File: config.mk
export PLATFORM = sky130hd
export DESIGN_NAME = axrm_seq_mul
export DESIGN_NICKNAME = d
export VERILOG_FILES = /design/src/rtl/axrm_seq_mul.sv
export SDC_FILE = /design/constraint.sdc
export NUM_CORES = 1
export LEC_CHECK = 0
export BUFFER_PORTS_ARGS = -buffer_cell sky130_fd_sc_hd__buf_4
export CAP_MARGIN = 10
export CELL_PAD_IN_SITES_DETAIL_PLACEMENT = 0
export CELL_PAD_IN_SITES_GLOBAL_PLACEMENT = 1
export CORE_UTILIZATION = 46
export DETAILED_ROUTE_END_ITERATION = 16
export PLACE_DENSITY_LB_ADDON = 0.2
export REMOVE_ABC_BUFFERS = 1
export SLEW_MARGIN = 20
export SYNTH_ARGS = -nofsm -noshare
export SYNTH_HDL_FRONTEND = slang
export SYNTH_SLANG_ARGS = --single-unit
File: constraint.sdc
create_clock -name clk -period 7.7 [get_ports clk]
set_input_delay 0.385 -clock clk [delete_from_list [all_inputs] [get_ports clk]]
set_output_delay 0.385 -clock clk [all_outputs]
set_load 0.05 [all_outputs]
File: src/rtl/axrm_seq_mul.sv
// Sequential approximate multiplier: one half-width quadrant sub-product per clock,
// summed into a 2*WIDTH accumulator, with exact/truncate/skip-LL modes per transaction.
module axrm_seq_mul #(
  parameter int unsigned WIDTH = 16,
  parameter int unsigned TRUNC = 4
) (
  input  logic                 clk,
  input  logic                 rst_n,
  input  logic                 in_valid_i,
  output logic                 in_ready_o,
  input  logic [WIDTH-1:0]     a_i,
  input  logic [WIDTH-1:0]     b_i,
  input  logic [1:0]           mode_i,
  output logic                 out_valid_o,
  input  logic                 out_ready_i,
  output logic [2*WIDTH-1:0]   result_o,
  output logic                 busy_o
);

  localparam int unsigned H  = WIDTH / 2;
  localparam int unsigned PW = 2 * WIDTH;
  localparam logic [WIDTH-1:0] KEEP_MASK = {WIDTH{1'b1}} << TRUNC;

  typedef enum logic [1:0] {IDLE, MUL, DONE} state_e;

  state_e          state_q;
  logic [WIDTH-1:0] a_q, b_q;
  logic            trunc_q;
  logic [1:0]      step_q;
  logic [PW-1:0]   acc_q;
  logic [PW-1:0]   result_q;
  logic            in_ready_q, out_valid_q, busy_q;

  logic [H-1:0]     op_a, op_b;
  logic [WIDTH-1:0] sub_full, sub_prod;
  logic [PW-1:0]    term, acc_sum;

  // Step encodes the quadrant: bit 1 selects the high half of a, bit 0 the high half of b.
  always_comb begin
    op_a     = step_q[1] ? a_q[WIDTH-1:H] : a_q[H-1:0];
    op_b     = step_q[0] ? b_q[WIDTH-1:H] : b_q[H-1:0];
    sub_full = WIDTH'(op_a) * WIDTH'(op_b);
    sub_prod = trunc_q ? (sub_full & KEEP_MASK) : sub_full;
    term     = '0;
    unique case (step_q)
      2'd0:       term = {{WIDTH{1'b0}}, sub_prod};
      2'd1, 2'd2: term = {{WIDTH{1'b0}}, sub_prod} << H;
      default:    term = {sub_prod, {WIDTH{1'b0}}};
    endcase
    acc_sum = acc_q + term;
  end

  always_ff @(posedge clk or negedge rst_n) begin
    if (!rst_n) begin
      state_q     <= IDLE;
      a_q         <= '0;
      b_q         <= '0;
      trunc_q     <= 1'b0;
      step_q      <= 2'd0;
      acc_q       <= '0;
      result_q    <= '0;
      in_ready_q  <= 1'b1;
      out_valid_q <= 1'b0;
      busy_q      <= 1'b0;
    end else begin
      unique case (state_q)
        IDLE: begin
          if (in_valid_i) begin
            a_q        <= a_i;
            b_q        <= b_i;
            trunc_q    <= mode_i[0];
            // Skip-LL modes start directly at the LH quadrant.
            step_q     <= mode_i[1] ? 2'd1 : 2'd0;
            acc_q      <= '0;
            in_ready_q <= 1'b0;
            busy_q     <= 1'b1;
            state_q    <= MUL;
          end
        end
        MUL: begin
          acc_q <= acc_sum;
          if (step_q == 2'd3) begin
            result_q    <= acc_sum;
            out_valid_q <= 1'b1;
            state_q     <= DONE;
          end else begin
            step_q <= step_q + 2'd1;
          end
        end
        DONE: begin
          if (out_ready_i) begin
            out_valid_q <= 1'b0;
            in_ready_q  <= 1'b1;
            busy_q      <= 1'b0;
            state_q     <= IDLE;
          end
        end
        default: state_q <= IDLE;
      endcase
    end
  end

  assign in_ready_o  = in_ready_q;
  assign out_valid_o = out_valid_q;
  assign result_o    = result_q;
  assign busy_o      = busy_q;

endmodule

Word-level counts from Yosys, hierarchy flattened
Index checks and enable logic that the tools add are counted.
{ "word_totals": {"regBits": 104, "latch_bits": 0, "mem_bits_rw": 0, "mem_bits_ro": 0, "input_bits": 38, "output_inout_bits": 35, "word_cells": 57, "memories": 0} }
{ "op_classes": {"n_addsub": 2, "multipliers": 1, "div_mod_pow": 0, "order_cmp": 0, "n_eq_ne": 9, "n_shift": 0, "n_mux": 22, "n_bitwise": 0, "reduce_logical": 13} }
{ "ops": {"columns": ["cell", "count"], "rows": [
  ["32-bit case mux with 2 select lines", 2],
  ["32-bit adder", 1],
  ["32-bit two-way mux", 1],
  ["8-bit by 8-bit multiplier with 16-bit output", 1],
  ["8-bit two-way mux", 2],
  ["3-bit AND reduction", 4],
  ["2-bit two-way mux", 5],
  ["2-bit != test (second input constant)", 4],
  ["2-bit equality test (second input constant)", 3],
  ["1-bit two-way mux", 6],
  ["1-bit case mux with 2 select lines", 3],
  ["2-bit case mux with 3 select lines", 1],
  ["2-bit AND reduction", 3],
  ["2-bit nonzero test", 3],
  ["2-bit by 1-bit equality test with 1-bit output (second input constant)", 2],
  ["2-bit logical NOT", 2],
  ["4-bit two-way mux", 1],
  ["2-bit case mux with 2 select lines", 1],
  ["2-bit by 1-bit adder with 2-bit output (second input constant)", 1],
  ["2-bit OR reduction", 1]
]} }

Longest topological paths before layout
Gate-level depths: netlist (run 1).
{ "depth": {"ltp_word": 6, "ltp_mapped": 29} }

Worst setup path before layout (run 1)
Ideal clock, no wire load.
{ "synth_timing": {"kind": "register -> register", "from": "register step_q[0]", "to": "register result_q[31], in the netlist result_o[31]", "setup_ns": 0.124, "t_arrival_ns": 6.816, "setup_slack_ns": 0.760, "stages_incl_launch_ff": 26, "path_buffers": 2, "synth_period_minus_slack_ns": 6.940, "path_cell_list": "dfrtp_1 -> clkbuf_1 -> mux2i_1 -> nor2_1 -> fa_1 -> fa_1 -> fa_1 -> inv_1 -> fa_1 -> inv_1 -> ha_1 -> a21o_2 -> a31o_2 -> a41oi_1 -> nand2b_1 -> xor2_1 -> a22o_1 -> ha_1 -> clkbuf_1 -> and4_1 -> and3_1 -> a2111oi_0 -> nor2_1 -> a211o_1 -> and3_1 -> a211o_1"} }
{ "synth_via": {"elab_chain_len": 5, "elab_cells_between_ends": 11, "cone_classes": "1 x add/sub; 1 x mul; 3 x eq/ne; 3 x mux; 3 x reduce/logical"} }
{ "synth_lines": {"columns": ["item", "line", "source"], "rows": [
  ["start, declared", "29", "logic [1:0] step_q;"],
  ["start signal, assigned", "73", "step_q <= mode_i[1] ? 2'd1 : 2'd0;"],
  ["start signal, assigned", "87", "step_q <= step_q + 2'd1;"],
  ["8-bit two-way mux", "41", "op_b = step_q[0] ? b_q[WIDTH-1:H] : b_q[H-1:0];"],
  ["8-bit by 8-bit multiplier with 16-bit output", "42", "sub_full = WIDTH'(op_a) * WIDTH'(op_b);"],
  ["4-bit two-way mux", "43", "sub_prod = trunc_q ? (sub_full & KEEP_MASK) : sub_full;"],
  ["32-bit case mux with 2 select lines", "45", "unique case (step_q)"],
  ["32-bit adder", "50", "acc_sum = acc_q + term;"],
  ["end signal, assigned", "83", "result_q <= acc_sum;"],
  ["end, declared", "31", "logic [PW-1:0] result_q;"]
]} }
Parallel ways exist; a longest one is shown, timed or not.
A chain may end at the register's enable or synchronous reset.

Worst setup path after layout (run 1)
{ "layout_timing": {"from": "register step_q[1]", "to": "register result_q[31], in the netlist result_o[31]"} }
{ "layout_via": {"elab_chain_len": 5, "elab_cells_between_ends": 11, "cone_classes": "1 x add/sub; 1 x mul; 3 x eq/ne; 3 x mux; 3 x reduce/logical"} }
{ "layout_lines": {"columns": ["item", "line", "source"], "rows": [
  ["8-bit two-way mux", "40", "op_a = step_q[1] ? a_q[WIDTH-1:H] : a_q[H-1:0];"],
  ["8-bit by 8-bit multiplier with 16-bit output", "42", null],
  ["4-bit two-way mux", "43", null],
  ["32-bit case mux with 2 select lines", "45", null],
  ["32-bit adder", "50", null]
]} }
Parallel ways exist; a longest one is shown, timed or not.

==> impl_summary.txt, run 1 <==
----------------------------------------------------
[Synthesis]
  Largest cells by area after synthesis ... dfrtp_1, ha_1, fa_1
  FF+latch count, synth ... 104
  Count of yosys warnings during synthesis ... 0
  Number of instances in the synthesized netlist ... 950
  Mean instance size in the synthesized netlist ... 8.441 sq um
  Synth Flop Type ... dfrtp_1
  Number of unique standard cell types used by synthesis ... 65
  Async S/R FF share, synth ... 100.0%
  Post-synth top area share ... 32.14%
  Area of the mapped netlist ... 8019 sq um
  Leading cell type by number of instances after synthesis ... nand2_1
  Post-synth top area cell ... dfrtp_1
  Most numerous cell types in the synthesized netlist ... nand2_1, dfrtp_1, nor2_1
  Number of enable flip-flop cells after synthesis ... 0
  Sequential cell area fraction in the yosys report ... 32.47%

[Flow run]
  Maxcap violations ... 0

[Setup path]
  Crit path max-delay cell type ... fa_1
  Type of element launching the critical path ... flop
  Crit Reg-Reg Startpoint ... step_q[1]$_DFFE_PN0P_
  Crit path top cell by count ... fa_1
  Endpoint of the worst-slack reg-to-reg timing path ... result_o[31]$_DFFE_PN0P_
  Data arrival at the endpoint of the critical path ... 7.51 ns
  Kind of end point of the critical path ... flop
  Type of the worst setup path ... reg -> reg
  CP max FO ... 10
  Max incr delay on CP ... 0.56 ns
  R2R setup slack ... 0.44 ns
  Count of buffering cells on the critical path with inverters included ... 5
  Worst EP required ... 7.95 ns
  Depth of the worst register-to-register path ... 28
  Top cell family by delay on the critical path ... adder cells

[Final layout]
  Share of post-route cells with drive strength above 1 ... 14.97%
  ANT cells ... 0
  Signed area change from the synthesized netlist to the final layout ... 15.46%
  Fillcell total ... 1605
  Net count, final ... 1168
  Post-route core utilization ... 55.05%

[Timing]
  Final period demand of the worst path ... 7.262 ns
  Share of the cycle needed by the critical path after routing ... 94.31%
  Transition time at the pin with the least slew margin ... 1.105 ns
  Setup Total Neg Slack ... 0 ns
  Final Setup Violations ... 0
  Worst-case headroom to the max-slew limit ... 26.17%
  Final-report hold violation count ... 0
  Largest clock skew in the final design ... 0.008816 ns
  Number of slew-limit violations in the final report ... 0
  Worst Slack Setup Final ... 0.4380 ns
  Peak clock frequency supported by timing ... 137.7 MHz
  Setup repair after global routing missed its margin ... no

[Clock tree]
  Count of buffers added by post-CTS timing repair for setup ... 0
  Resized Gates After CTS ... 0
  Number of clock sinks ... 104
  Worst-case clock buffer depth ... 2
  Count of hold-fix buffers inserted at cts ... 0
  Clock transition at path regs ... 0.08 ns
  Clock latency at the later pin of the worst-skew pair ... 0.36 ns
  TritonCTS clock tree ... yes
  H-tree levels ... 3
  Clock Root Buffer ... clkbuf_16
  Num CTS Buffers ... 9

[Global route]
  Number of global-route vias before repair ... 6482
  GR Util All Layers ... 23.60%
  Global route overflow ... 0
  Number of antenna violations at the first check in global routing ... 0
  Largest net degree at the start of global routing ... 66
  First-pass GRT wire length ... 33540 microns

[Routing]
  Initial DRC count ... 411
  Detailed-route vias per instance ... 5.371
  Wirelength, routed ... 19910 microns
  Remaining number of nets flagged by the antenna check after routing ... 0
  Average wire length per cell after detail routing ... 15.94 microns
  First-pass detailed-route iteration total ... 5
  DRC violation count after routing ... 0
  Number of vias after detailed routing ... 6709

[Place]
  Pre-CTS setup slack ... 0.2011 ns
  Half-perimeter wire length after detailed placement ... 15150 microns
  Port Buffer Count ... 72
  Weighted congestion at the end of routability-driven global placement ... 0.9011

[Outcome]
  Status ... completed

[Die]
  Initial core utilization ... 47.68%
  FP Rows ... 47
  Area of the die ... 17960 sq um
  Ports ... 73
  CORE AREA ... 16820 sq um
  Die span in y ... 134.0 microns
  Die Width ... 134.0 microns

[Min path]
  Tightest Hold Check Type ... in -> async

----------------------------------------------------
## cell families (layout without fill, tap and decap cells)
logic type | Yosys count | count (layout) | share of synthesized area [%]
AOI/OAI and AO/OA | 209 | 209 | 16.24
adders and majority gates | 106 | 106 | 20.00
buffers and inverters | 104 | 183 | 4.884
muxes | 19 | 19 | 2.403
DFF | 104 | 104 | 32.47
and+or+nand+nor | 370 | 370 | 19.85
xor gates and xnor gates | 38 | 38 | 4.150
## worst max-delay path by stage
stage	startpoint	endpoint	slack, ns	depth (start not counted)
floorplan	step_q[0]$_DFFE_PN0P_	result_o[31]$_DFFE_PN0P_	0.98	26
global placement	step_q[1]$_DFFE_PN0P_	result_o[27]$_DFFE_PN0P_	0.33	28
detailed placement	step_q[1]$_DFFE_PN0P_	result_o[27]$_DFFE_PN0P_	0.20	25
CTS	step_q[1]$_DFFE_PN0P_	result_o[27]$_DFFE_PN0P_	0.20	25
finish	step_q[1]$_DFFE_PN0P_	result_o[31]$_DFFE_PN0P_	0.44	28
global route	step_q[1]$_DFFE_PN0P_	acc_q[29]$_DFFE_PN0P_	0.02	27
## layout by cell type, fill, tap and decap left out, types with 6 or more instances in the layout
master / Yosys / final
o21bai_1: 6 / 6
fa_1: 37 / 37
o22ai_1: 6 / 6
dfrtp_1: 103 / 102
inv_1: 66 / 66
ha_1: 69 / 69
nand3_1: 27 / 27
nand2_1: 189 / 188
clkbuf_16: 0 / 9
nor2_1: 86 / 85
nor3_1: 13 / 13
a21o_1: 11 / 11
and2_1: 10 / 10
mux2i_1: 17 / 12
xor2_1: 15 / 15
o21ai_0: 78 / 78
nor2b_1: 8 / 8
a21oi_1: 52 / 52
or2_2: 14 / 14
buf_4: 0 / 101
xnor2_1: 23 / 23
## registers in the layout, indices dropped and copies added (netlist names)
signal       count
trunc_q          1
a_q             16
result_o        32
b_q             16
out_valid_o      1
step_q           2
acc_q           32
busy_o           1
state_q          2
in_ready_o       1
## worst register-to-register path, delay by kind of cell (launching register included)
| family | cells | cell delay (ns) |
|---|---|---|
| adders and majority gates | 6 | 2.81 |
| and+or+nand+nor | 10 | 1.77 |
| AOI/OAI and AO/OA | 5 | 1.26 |
| buffers and inverters | 5 | 0.56 |
| DFF | 1 | 0.36 |
| xor gates and xnor gates | 1 | 0.22 |
| muxes | 1 | 0.15 |
## stage by stage
step	hold slack [ns]	cell area (sq um)	std cells
finish	0.02153	9259	1249
global route	0.07746	9259	1249
CTS	0.05011	9203	1249
detailed placement	0.4436	8914	1233
global placement	0.4350	8914	1233
floorplan	0.08941	7875	912
## per-layer routing
metal | track usage, % | routed length (microns) | vias to the layer above
li1 | - | - | 3354
met1 | 35.80 | 10110 | 3193
met2 | 34.46 | 8622 | 145
met3 | 4.157 | 937 | 17
met4 | 6.180 | 248 | 0
met5 | 0 | 0 | -
## final cells by class
type,count,area (sq um),share of cell area (%)
Clock buffer,10,239.0,2.581
Timing Repair Buffer,101,758.2,8.189
Inverter,66,247.7,2.676
Clock inverter,6,50.05,0.5405
Sequential cell,104,2605,28.14
Tap cell,220,275.3,2.973
Multi-Input combinational cell,742,5084,54.91
Power of run 1 is not shown: default switching activity piles up to over one toggle a cycle in this logic, so the estimate is an artifact.
==> inputs of run 2 (changes only) <==
--- a/config.mk
+++ b/config.mk
@@ -9,8 +9,9 @@
 export CAP_MARGIN = 10
 export CELL_PAD_IN_SITES_DETAIL_PLACEMENT = 0
 export CELL_PAD_IN_SITES_GLOBAL_PLACEMENT = 1
-export CORE_UTILIZATION = 46
+export CORE_UTILIZATION = 43
 export DETAILED_ROUTE_END_ITERATION = 16
+export GPL_TIMING_DRIVEN = 0
 export PLACE_DENSITY_LB_ADDON = 0.2
 export REMOVE_ABC_BUFFERS = 1
 export SLEW_MARGIN = 20
==> run 2 against run 1 <==
  * The flow now finishes with violations (DRC)
  * Critical path depth fell by 3
  * Core utilization fell by 3.2 points
  * Highest routed layer unchanged
  * Cell area rose by 1.7%
  * Clock skew rose by 0.0022 ns
  * Register-to-register slack got worse by 0.13 ns
  * Worst hold slack improved by 0.13 ns
  * Via count fell by 0.67%
  * Count of clock-buffer cells in the layout fell by 1
  * First-iteration DRC count rose by 16%
  * Routed wire length fell by 0.72%
  * Fmax fell by 1.8%
==> impl_summary.txt, run 2 (synthesis gave the netlist of run 1 again) <==
----------------------------------------------------
[Routing]
  DRC violation count after routing ... 8
  Remaining number of nets flagged by the antenna check after routing ... 0
  Average wire length per cell after detail routing ... 15.94 microns
  Initial DRC count ... 475
  Wirelength, routed ... 19770 microns
  Detailed-route vias per instance ... 5.374
  First-pass detailed-route iteration total ... 10
  Number of vias after detailed routing ... 6664

[Timing]
  Final-report hold violation count ... 0
  Worst-case headroom to the max-slew limit ... 30.57%
  Number of slew-limit violations in the final report ... 0
  Final period demand of the worst path ... 7.391 ns
  Share of the cycle needed by the critical path after routing ... 95.99%
  Final Setup Violations ... 0
  Largest clock skew in the final design ... 0.01099 ns
  Transition time at the pin with the least slew margin ... 1.039 ns
  Peak clock frequency supported by timing ... 135.3 MHz

[Outcome]
  Status ... finished with violations
  Violations in the final reports ... DRC

[Global route]
  Global route overflow ... 0
  First-pass GRT wire length ... 32870 microns
  GR Util All Layers ... 21.45%
  Number of global-route vias before repair ... 6347
  Largest net degree at the start of global routing ... 105
  Number of antenna violations at the first check in global routing ... 0

[Clock tree]
  Num CTS Buffers ... 9
  Number of clock sinks ... 104
  Clock transition at path regs ... 0.08 ns
  Worst-case clock buffer depth ... 2
  TritonCTS clock tree ... yes
  Clock Root Buffer ... clkbuf_16
  Count of hold-fix buffers inserted at cts ... 0
  Clock latency at the later pin of the worst-skew pair ... 0.37 ns
  H-tree levels ... 3

[Setup path]
  Type of the worst setup path ... reg -> reg
  Kind of end point of the critical path ... flop
  Worst EP required ... 7.96 ns
  CP max FO ... 10
  Type of element launching the critical path ... flop
  Data arrival at the endpoint of the critical path ... 7.65 ns

[Final layout]
  Signed area change from the synthesized netlist to the final layout ... 17.43%
  ANT cells ... 0
  Post-route standard cell area excluding fillers ... 9417 sq um
  Commonest cells after routing, fill and taps aside ... nand2_1, dfrtp_1, nor2_1, o21ai_0, buf_4
  Most common library cell in the layout ignoring fill and taps ... nand2_1
  Net count, final ... 1150
  Fillcell total ... 1751
  Share of post-route cells with drive strength above 1 ... 15.43%

[Die]
  FP Rows ... 49
  Initial core utilization ... 44.19%
  CORE AREA ... 18150 sq um
  Area of the die ... 19200 sq um
  Ports ... 73
  Die span in y ... 138.6 microns
  Die Width ... 138.6 microns

[Place]
  Weighted congestion at the end of routability-driven global placement ... 0.8468
  Port Buffer Count ... 72
  Half-perimeter wire length after detailed placement ... 14780 microns
  Placed Instance Area ... 8815 sq um

[Flow run]
  Maxcap violations ... 0

[Min path]
  Tightest Hold Check Type ... in -> async

----------------------------------------------------
run 2: cell count changes in the layout (fill, tap and decap cells not counted), moves of 2 or more:
cell     change
buf_16       +3
buf_4       -24
buf_6        +3
dfrtp_4      +2
mux2i_1      -9
mux2i_4      +9
xnor2_1      -2
xnor2_2      +2
run 2: final cells by class:
type	instances	area [sq um]	area share, %
clock buffer	9	225.2	2.392
inverter	66	247.7	2.631
multi-input combinational	742	5266	55.93
clock inverter	7	85.08	0.9035
tap	229	286.5	3.043
sequential	104	2611	27.73
timing repair buffer	83	694.4	7.374
run 2: what timing repair did:
action	in CTS	in global routing
endpoints found under the hold margin	0	0
gates resized for setup	25	18
buffers inserted	0	7
endpoints found under the setup margin	22	11
pin swaps	0	2
run 2: final timing paths:
check | from | to | slack (ns) | cells after the start
worst min register to register | in_ready_o$_DFFE_PN1P_ | in_ready_o$_DFFE_PN1P_ | 0.47 | 2
min in group clk | b_i[4] | b_q[4]$_DFFE_PN0P_ | 0.20 | 3
worst max-delay path | step_q[1]$_DFFE_PN0P_ | result_o[31]$_DFFE_PN0P_ | 0.31 | 25
worst max register to register | step_q[1]$_DFFE_PN0P_ | result_o[31]$_DFFE_PN0P_ | 0.31 | 25
max in group asynchronous | rst_n | step_q[0]$_DFFE_PN0P_ | 6.82 | 1
worst min-delay path | rst_n | result_o[25]$_DFFE_PN0P_ | 0.16 | 1
run 2: routing by layer:
metal	wire length, microns	GRT usage, %
met5	0	0
met2	8496	31.66
met3	1020	3.902
met1	9904	31.76
met4	348	6.682
run 2: critical path, stage by stage, from the launching register on:
cell and delay, ns:
dfrtp_4 0.56, buf_6 0.19, mux2i_4 0.24, or2_2 0.33, fa_1 0.49, fa_1 0.51, inv_1 0.06, fa_1 0.53
inv_1 0.06, fa_1 0.53, inv_1 0.04, ha_1 0.35, nand2_2 0.07, or3_4 0.39, a31oi_4 0.21, xnor2_1 0.26
o22ai_1 0.24, ha_1 0.54, inv_1 0.07, o311a_1 0.38, a31oi_2 0.35, o211ai_1 0.16, nor2_1 0.15, o211ai_1 0.14
and3_1 0.21, a211o_1 0.21
run 2: through the flow:
| step | instances | setup TNS (ns) | setup slack [ns] | hold slack [ns] | utilization (%) |
|---|---|---|---|---|---|
| 2_1_floorplan | 912 | 0 | 0.9810 | 0.08941 | - |
| 3_3_place_gp | 1213 | -3.274 | -0.6590 | 0.4572 | 47.95 |
| 3_5_place_dp | 1217 | -2.605 | -0.5859 | 0.4612 | 48.57 |
| 4_1_cts | 1233 | 0 | 0.1051 | 0.1900 | 50.91 |
| 5_1_grt | 1240 | -0.01189 | -0.01189 | 0.2003 | 51.89 |
| 6_report | 1240 | 0 | 0.3086 | 0.1559 | 51.89 |
Power of run 2 is left out for the same reason.
==> inputs of run 3 (changes only) <==
--- a/config.mk
+++ b/config.mk
@@ -9,6 +9,7 @@
 export CAP_MARGIN = 10
 export CELL_PAD_IN_SITES_DETAIL_PLACEMENT = 0
 export CELL_PAD_IN_SITES_GLOBAL_PLACEMENT = 1
+export CORE_ASPECT_RATIO = 0.5
 export CORE_UTILIZATION = 43
 export DETAILED_ROUTE_END_ITERATION = 16
 export GPL_TIMING_DRIVEN = 0
==> run 3 against run 2 <==
  * Highest routed layer unchanged
  * Register-to-register slack about the same
  * Die area increased by 0.18%
  * Routed wire length decreased by 1.2%
  * Core utilization increased by 0.83 points
  * Critical path depth decreased by 1
  * First-iteration DRC count decreased by 22%
  * The flow now finishes without violations
  * Cell area decreased by 0.21%
==> impl_summary.txt, run 3 (synthesis gave the netlist of run 1 again) <==
----------------------------------------------------
[Outcome]
  Status ... completed

[Timing]
  Final Setup Violations ... 0
  Final-report hold violation count ... 0
  Final period demand of the worst path ... 7.389 ns
  Number of slew-limit violations in the final report ... 0
  Peak clock frequency supported by timing ... 135.3 MHz
  Transition time at the pin with the least slew margin ... 1.048 ns
  Worst Slack Setup Final ... 0.3114 ns
  Setup Total Neg Slack ... 0 ns
  Share of the cycle needed by the critical path after routing ... 95.96%
  Largest clock skew in the final design ... 0.009685 ns
  Worst-case headroom to the max-slew limit ... 30.16%

[Routing]
  Number of vias after detailed routing ... 6601
  Wirelength, routed ... 19530 microns
  DRC violation count after routing ... 0
  Initial DRC count ... 370
  Remaining number of nets flagged by the antenna check after routing ... 0
  Average wire length per cell after detail routing ... 15.69 microns
  First-pass detailed-route iteration total ... 5
  Detailed-route vias per instance ... 5.302

[Clock tree]
  Clock Root Buffer ... clkbuf_16
  Clock transition at path regs ... 0.07 ns
  H-tree levels ... 3
  Count of hold-fix buffers inserted at cts ... 0
  Number of clock sinks ... 104
  Num CTS Buffers ... 9
  Worst-case clock buffer depth ... 2
  Clock latency at the later pin of the worst-skew pair ... 0.36 ns
  TritonCTS clock tree ... yes

[Setup path]
  Crit Reg-Reg Startpoint ... step_q[0]$_DFFE_PN0P_
  Max incr delay on CP ... 0.61 ns
  Type of element launching the critical path ... flop
  Data arrival at the endpoint of the critical path ... 7.64 ns
  Count of buffering cells on the critical path with inverters included ... 4
  Crit path cell chain ... mux2i_4, or2_2, fa_1, fa_1, inv_1, fa_1, inv_1, fa_1, inv_1, ha_1, nand2_2, or3_4, a31oi_4, xnor2_1, o22ai_1, ha_1, inv_1, o311a_1, a31oi_2, o211ai_1, nor2_1, o211ai_1, and3_1, a211o_1
  Endpoint of the worst-slack reg-to-reg timing path ... result_o[31]$_DFFE_PN0P_
  Type of the worst setup path ... reg -> reg
  CP max FO ... 11
  Worst EP required ... 7.95 ns
  Depth of the worst register-to-register path ... 24
  Top cell family by delay on the critical path ... adder cells
  R2R setup slack ... 0.31 ns
  Kind of end point of the critical path ... flop
  Crit path max-delay cell type ... dfrtp_4

[Global route]
  Largest net degree at the start of global routing ... 105
  GR Util All Layers ... 21.43%
  Number of global-route vias before repair ... 6500
  Global route overflow ... 0
  Number of antenna violations at the first check in global routing ... 0
  First-pass GRT wire length ... 33130 microns

[Final layout]
  Non-filler cells in the finished layout ... 1245
  Multi-input combinational cell area ... 5260 sq um
  Post-route standard cell area excluding fillers ... 9397 sq um
  Register Area ... 2611 sq um
  Most common library cell in the layout ignoring fill and taps ... nand2_1
  Share of post-route cells with drive strength above 1 ... 15.23%
  Signed area change from the synthesized netlist to the final layout ... 17.18%
  Net count, final ... 1150
  Commonest cells after routing, fill and taps aside ... nand2_1, dfrtp_1, nor2_1, o21ai_0, buf_4
  ANT cells ... 0
  Fillcell total ... 1699

[Place]
  Weighted congestion at the end of routability-driven global placement ... 0.8815
  Placed Instance Area ... 8802 sq um
  Pre-CTS setup slack ... -0.3728 ns
  Half-perimeter wire length after detailed placement ... 14900 microns
  Cell total after placement ... 1221
  Port Buffer Count ... 72

[Min path]
  Tightest Hold Check Type ... in -> async

[Die]
  Die Width ... 195.1 microns
  Area of the die ... 19230 sq um
  CORE AREA ... 17820 sq um
  Initial core utilization ... 44.99%
  Ports ... 73
  FP Rows ... 34
  Die span in y ... 98.57 microns

[Flow run]
  Maxcap violations ... 0

----------------------------------------------------
run 3: cell count changes in the layout (fill, tap and decap cells not counted), moves of 2 or more:
cell      change
clkinv_4      -2
clkbuf_8      +4
buf_6         -2
inv_6         -3
clkbuf_1      +2
buf_12        +2
run 3: per-layer routing:
| layer | vias up | GRT usage (%) | share of wire [%] |
|---|---|---|---|
| li1 | 3322 | - | - |
| met1 | 3158 | 30.72 | 51 |
| met5 | - | 0 | 0 |
| met2 | 108 | 33.93 | 45 |
| met3 | 13 | 3.936 | 3.6 |
| met4 | 0 | 4.422 | 0.78 |
run 3: worst max path at each step:
stage / start / endpoint / cells past startpoint
finish: step_q[0]$_DFFE_PN0P_ / result_o[31]$_DFFE_PN0P_ / 24
CTS: step_q[1]$_DFFE_PN0P_ / result_o[31]$_DFFE_PN0P_ / 24
global route: step_q[0]$_DFFE_PN0P_ / acc_q[29]$_DFFE_PN0P_ / 25
detailed placement: step_q[1]$_DFFE_PN0P_ / result_o[29]$_DFFE_PN0P_ / 26
floorplan: step_q[0]$_DFFE_PN0P_ / result_o[31]$_DFFE_PN0P_ / 26
global placement: step_q[1]$_DFFE_PN0P_ / result_o[29]$_DFFE_PN0P_ / 26
run 3: area by class of cell:
type | instances | area share, %
clock inverters | 2 | 0.1332
repair buffers | 83 | 7.430
flip-flops and latches | 104 | 27.79
inverters | 66 | 2.636
well taps | 234 | 3.116
multi-input cells | 742 | 55.98
clock buffers | 14 | 2.916
run 3: worst reg2reg max path: cells and delay by family, from the launching register on:
kind                     cells  cell delay [ns]
AO/OA/AOI/OAI                7             1.65
XOR/XNOR                     1             0.26
adder cells (fa/ha/maj)      6             3.01
AND/OR/NAND/NOR              5             1.23
flip-flops                   1             0.61
multiplexers                 1             0.31
buffers and inverters        4             0.22
run 3: per-stage QoR:
step	utilization [%]	hold slack, ns
finish	52.72	0.1420
global route	52.72	0.2136
CTS	51.55	0.1985
detailed placement	49.38	0.4616
global placement	48.86	0.4586
floorplan	-	0.08941
run 3: repair_timing:
| action | CTS | global route |
|---|---|---|
| setup buffers | 0 | 8 |
| pin swaps | 0 | 2 |
| gates resized for setup | 22 | 21 |
| endpoints found under the setup margin | 10 | 12 |
Power of run 3 is left out for the same reason.
